$ cat src/rtl/chan_arbiter_pkg.sv
// Shared definitions for the channel-FIFO block arbiter: FSM encoding and
// control-word field layout.
package chan_arbiter_pkg;

   localparam logic [1:0] ST_SCAN  = 2'd0;
   localparam logic [1:0] ST_DATA  = 2'd1;
   localparam logic [1:0] ST_ABORT = 2'd2;

   localparam int CW_FLAG   = 15;
   localparam int CW_LEN_W  = 9;
   localparam int CW_CH_LSB = 9;
   localparam int CW_CH_MSB = 14;
   localparam int TMO_DEF   = 255;

   function automatic logic is_cw(input logic [15:0] w);
      return w[CW_FLAG];
   endfunction

   function automatic logic [CW_LEN_W-1:0] cw_len(input logic [15:0] w);
      return w[CW_LEN_W-1:0];
   endfunction

endpackage

$ cat src/rtl/chan_arbiter_rr_pointer.sv
// Round-robin channel index: advances with wrap at NCH-1, otherwise holds.
module chan_arbiter_rr_pointer #(
   parameter int NCH = 16,
   parameter int CHW = 4
) (
   input  logic           clk,
   input  logic           rst_n,
   input  logic           adv,
   output logic [CHW-1:0] ptr
);

   always_ff @(posedge clk) begin
      if (!rst_n)
         ptr <= '0;
      else if (adv)
         ptr <= (ptr == CHW'(NCH-1)) ? '0 : ptr + 1'b1;
   end

endmodule

$ cat src/rtl/chan_arbiter.sv
// Polls channel output FIFOs round-robin and forwards whole blocks
// (control word + L words) as a framed 16-bit stream.
module chan_arbiter
   import chan_arbiter_pkg::*;
#(
   parameter int NCH = 16,
   parameter int CHW = 4,
   parameter int TMO = TMO_DEF
) (
   input  logic              clk,
   input  logic              rst_n,
   input  logic [NCH-1:0]    have,
   input  logic [16*NCH-1:0] dout,
   output logic [NCH-1:0]    give,
   output logic [15:0]       odata,
   output logic              ovalid,
   input  logic              oready,
   output logic              osop,
   output logic              oeop,
   output logic [CHW-1:0]    ochan,
   output logic              fmt_err,
   output logic              tmo_err,
   output logic [15:0]       blk_cnt
);

   logic [1:0]          state, state_n;
   logic [CHW-1:0]      ptr;
   logic [CW_LEN_W-1:0] left, left_n;
   logic [7:0]          tmo_cnt, tmo_n;
   logic [15:0]         word;
   logic ofree, give_en, hv, consume, adv;
   logic emit, emit_sop, emit_eop, fmt_p, tmo_p, blk_inc;

   assign ofree   = ~ovalid | oready;
   // rst_n gating keeps every request low while the block is held in reset
   assign give_en = rst_n & ofree & (state != ST_ABORT);
   assign consume = give_en & hv;

   always_comb begin
      give = '0;
      word = '0;
      hv   = 1'b0;
      for (int i = 0; i < NCH; i++) begin
         if (ptr == CHW'(i)) begin
            give[i] = give_en;
            word    = dout[16*i +: 16];
            hv      = have[i];
         end
      end
   end

   chan_arbiter_rr_pointer #(.NCH(NCH), .CHW(CHW)) u_ptr (
      .clk   (clk),
      .rst_n (rst_n),
      .adv   (adv),
      .ptr   (ptr)
   );

   always_comb begin
      state_n  = state;
      left_n   = left;
      tmo_n    = tmo_cnt;
      adv      = 1'b0;
      emit     = 1'b0;
      emit_sop = 1'b0;
      emit_eop = 1'b0;
      fmt_p    = 1'b0;
      tmo_p    = 1'b0;
      blk_inc  = 1'b0;
      case (state)
         ST_SCAN: begin
            if (consume) begin
               if (is_cw(word)) begin
                  emit     = 1'b1;
                  emit_sop = 1'b1;
                  left_n   = cw_len(word);
                  tmo_n    = '0;
                  if (cw_len(word) == '0) begin
                     emit_eop = 1'b1;
                     fmt_p    = 1'b1;
                     adv      = 1'b1;
                  end else begin
                     state_n = ST_DATA;
                  end
               end else begin
                  // stray data word: drop it and wait here for the next control word
                  fmt_p = 1'b1;
               end
            end else if (give_en) begin
               adv = 1'b1;
            end
         end
         ST_DATA: begin
            if (consume) begin
               emit   = 1'b1;
               left_n = left - 1'b1;
               tmo_n  = '0;
               if (left == CW_LEN_W'(1)) begin
                  emit_eop = 1'b1;
                  blk_inc  = 1'b1;
                  adv      = 1'b1;
                  state_n  = ST_SCAN;
               end
            end else if (give_en) begin
               if (tmo_cnt == 8'(TMO-1)) begin
                  tmo_p   = 1'b1;
                  adv     = 1'b1;
                  tmo_n   = '0;
                  state_n = ST_ABORT;
               end else begin
                  tmo_n = tmo_cnt + 8'd1;
               end
            end
         end
         default: state_n = ST_SCAN;
      endcase
   end

   always_ff @(posedge clk) begin
      if (!rst_n) begin
         state   <= ST_SCAN;
         left    <= '0;
         tmo_cnt <= '0;
         odata   <= '0;
         ovalid  <= 1'b0;
         osop    <= 1'b0;
         oeop    <= 1'b0;
         ochan   <= '0;
         fmt_err <= 1'b0;
         tmo_err <= 1'b0;
         blk_cnt <= '0;
      end else begin
         state   <= state_n;
         left    <= left_n;
         tmo_cnt <= tmo_n;
         fmt_err <= fmt_p;
         tmo_err <= tmo_p;
         if (blk_inc)
            blk_cnt <= blk_cnt + 16'd1;
         if (emit) begin
            ovalid <= 1'b1;
            odata  <= word;
            osop   <= emit_sop;
            oeop   <= emit_eop;
            if (emit_sop)
               ochan <= ptr;
         end else if (ofree) begin
            ovalid <= 1'b0;
            osop   <= 1'b0;
            oeop   <= 1'b0;
         end
      end
   end

endmodule

$ cat config.mk
export PLATFORM = sky130hd
export DESIGN_NAME = chan_arbiter
export DESIGN_NICKNAME = d
export VERILOG_FILES = /design/src/rtl/chan_arbiter_pkg.sv /design/src/rtl/chan_arbiter_rr_pointer.sv /design/src/rtl/chan_arbiter.sv
export SDC_FILE = /design/constraint.sdc
export NUM_CORES = 1
export LEC_CHECK = 0
export ABC_AREA = 1
export BUFFER_PORTS_ARGS = -buffer_cell sky130_fd_sc_hd__buf_2
export CORE_ASPECT_RATIO = 0.75
export CORE_UTILIZATION = 25
export CTS_BUF_LIST = sky130_fd_sc_hd__clkbuf_4 sky130_fd_sc_hd__clkbuf_8
export CTS_CLUSTER_DIAMETER = 200
export CTS_CLUSTER_SIZE = 14
export DETAILED_ROUTE_END_ITERATION = 8
export PLACE_DENSITY_LB_ADDON = 0.12
export SYNTH_ARGS = -nofsm -noshare
export SYNTH_HDL_FRONTEND = slang
export SYNTH_SLANG_ARGS = --single-unit
$ cat constraint.sdc
create_clock -name clk -period 3.15 [get_ports clk]
set_input_delay 0.315 -clock clk [delete_from_list [all_inputs] [get_ports clk]]
set_output_delay 0.315 -clock clk [all_outputs]
set_load 0.05 [all_outputs]
==> flow_summary_export.csv <==
group,metric,value,unit
yosys,yosysSeqAreaShare,20.9,%
die,chipHeight,137,microns
global_route,antenna_found_initial,6,
job,cap_violations,0,
critical_path,cp_max_fo,24,
placement,dp_slack,-30.5,ps
yosys,yosys_warnings,0,
timing,min_period_over_period,97.1,%
power_and_ir_drop,finalPower,6.82,mW
global_route,grt_max_degree,33,
clock_network,cts_root_buffer,"clkbuf_8",
die,fp.coreArea,24000,sq um
timing,setup_viol,0,
global_route,grt_use_total,21.6,%
routing,dr.pass1.iters,5,
placement,place_congestion,0.928,
min_path,min_path_type,"primary input to register",
critical_path,ff2ff_path_depth,22,
critical_path,critPathLaunchType,"register",
timing,timing.final.hold_violations,0,
routing,routed.top_layer,"met5",
clock_network,clk_latency,360,ps
timing,slew_viol_final,0,
die,start_util,25.5,%
yosys,synth_edf_count,0,
critical_path,endpoint_kind,"register",
die,rows,49,
die,die-area,25100,sq um
routing,drt-initial-drc-count,398,
final_layout,area_growth,49.2,%
yosys,synth_cell_types,48,
routing,dr_wl_met3,1.95,mm
routing,dr_wl_met2,12.1,mm
final_layout,fillers,2794,
timing,post-route-min-period,3060,ps
yosys,syn_area,6120,sq um
min_path,hold_path_depth,3,
routing,vias,8237,
yosys,ys_ff_latch,64,
clock_network,max-clock-path-buffers,2,
power_and_ir_drop,peakVddDrop,0.412,mV
yosys,syn_nets,1369,
die,die_x,183,microns
clock_network,ctsHoldBuffers,0,
placement,hpwl,23.5,mm
placement,io_buffers,331,
routing,wl_per_cell,15.5,microns
final_layout,layout-drive-gt1-share,37.3,%
critical_path,path_class,"register to register",
routing,met1_length,13.8,mm
routing,drc,0,
global_route,gr-total-overflow,0,
global_route,first_global_vias,7474,
clock_network,tritoncts,"done",
timing,slew_headroom,55.8,%
die,ios,332,
routing,ant_nets,0,
global_route,grt_first_pass_wirelength,41.7,mm
yosys,avgSynthCellArea,5.64,sq um
final_layout,finalNetCount,1754,
clock_network,clk_pin_slew,80,ps
timing,grt_setup_unrepaired,"true",
yosys,syn_inst,1085,
timing,tightest_slew,658,ps
yosys,synth-async-reset-ratio,0,%
timing,final.setup.worst_slack,92.1,ps
status,outcome,"completed",
critical_path,arrival,3330,ps
clock_network,htree_levels,3,
power_and_ir_drop,power.static_leakage,4.62,nW
critical_path,worstPathRequired,3420,ps
timing,finClkSkew,17.7,ps
clock_network,cts_made_buffers,9,
timing,fmax,327,MHz
routing,drt-vias-per-instance,4.55,
yosys,synth_ff_type,"dfxtp_1",
clock_network,cts.sinks,64,
routing,totalWireLength,28.2,mm
power_and_ir_drop,power_density,747,nW/um^2
[cell usage in the layout, fill, tap and decap left out, types with 5 or more instances in the layout]
master and instances:
buf_2 329, nand2_1 327, nor2_1 113, nand3_1 100
inv_1 95, buf_4 88, dfxtp_1 60, a21oi_1 48
o21ai_0 46, or2_2 29, nor3_1 26, o21ai_1 21
nand4_1 18, o211ai_1 14, clkbuf_8 12, a31oi_1 10
nand2_2 10, nor2_2 9, xor2_1 9, inv_2 9
nand3_2 7, o22ai_1 6, nand2_4 6, buf_12 6
diode_2 5, xnor2_1 5, a21oi_2 5, ha_1 5
[synthesized netlist by cell type (9+ instances only)]
library cell	instances	area share, %
inv_2	9	0.55
nand4_1	18	1.8
dfxtp_1	64	21
nand2_1	333	20
buf_2	14	1.1
nor3_1	26	2.1
o211ai_1	14	1.7
inv_1	99	6.1
clkbuf_1	28	1.7
xor2_1	9	1.3
nand3_1	104	8.5
ha_1	9	1.8
a31oi_1	10	1.0
nor2_1	120	7.4
o21ai_0	60	4.9
or2_2	29	3.0
nand2_2	9	0.92
a21oi_1	51	4.2
[critical path, cell delays in order, from the launching register on]
cell and delay, ps:
dfxtp_2 360, buf_6 130, ha_4 170, buf_6 120, clkinvlp_4 110, nor2_4 180, buf_4 150, inv_2 50
nand3_1 80, nand3_1 70, nand3_1 70, nand2_1 50, nand3_1 60, nand3_1 80, nand3_1 100, nand2_2 80
nand2_2 80, nand2_4 70, buf_4 150, o21ai_4 340, buf_12 230, nor2_1 50, a211oi_1 190
[area by class of cell]
cell class	count	area [sq um]	area share (%)
clock buffer	13	173	1.89
inverter	110	427	4.67
multi-input combinational	857	4320	47.3
timing repair buffer	427	2470	27.1
timing repair inverter	1	7.51	0.0822
clock inverter	3	15.0	0.164
tap	331	414	4.54
sequential	64	1290	14.1
antenna	5	12.5	0.137
[flip-flops by register name, indices dropped and copies added (netlist names)]
signal     count
left           9
tmo_cnt        8
blk_cnt       16
odata         16
ovalid         1
osop           1
u_ptr.ptr      4
state          2
fmt_err        1
oeop           1
tmo_err        1
ochan          4
[kinds of logic after synthesis]
kind of cell / share of synthesized area [%]
simple gates: 48.3
xor+xnor: 2.00
mux: 0.164
fa+ha+maj: 1.84
buf+inv: 11.1
flops: 20.9
compound gates: 15.6
[report_power, final]
group / switching [mW] / total, mW / internal [mW]
clock network: 0.323 / 0.678 / 0.355
logic: 3.09 / 4.98 / 1.89
registers: 0.148 / 1.16 / 1.02
[worst paths after layout]
path | start | slack, ps | endpoint
hold / removal | dout[249] | 210 | odata[9]
hold reg to reg | odata[3] | 460 | odata[3]
setup / recovery | u_ptr.ptr[1] | 90 | odata[1]
setup reg to reg | u_ptr.ptr[1] | 90 | odata[1]
[per-stage QoR]
step	area (sq um)	hold WS, ps	setup TNS [ps]	cells	util (%)
floorplan	6120	453	0	1085	-
global placement	8580	457	-10.8	1771	35.8
detailed placement	8580	457	-52.5	1771	35.8
CTS	8790	189	0	1788	36.7
global route	9130	208	-2790	1810	38.1
finish	9130	215	0	1811	38.1
[timing repair]
item	CTS	global route
gates cloned	0	1
pin swaps	1	14
setup buffers	1	17
setup endpoints to repair	4	57
resized for setup	4	64
[metal layers]
| layer | track usage, % | up-vias |
|---|---|---|
| li1 | - | 4287 |
| met5 | 0 | - |
| met2 | 33.6 | 279 |
| met1 | 30.5 | 3650 |
| met3 | 5.10 | 19 |
| met4 | 3.69 | 2 |
Power figures use the tool's default switching activity.
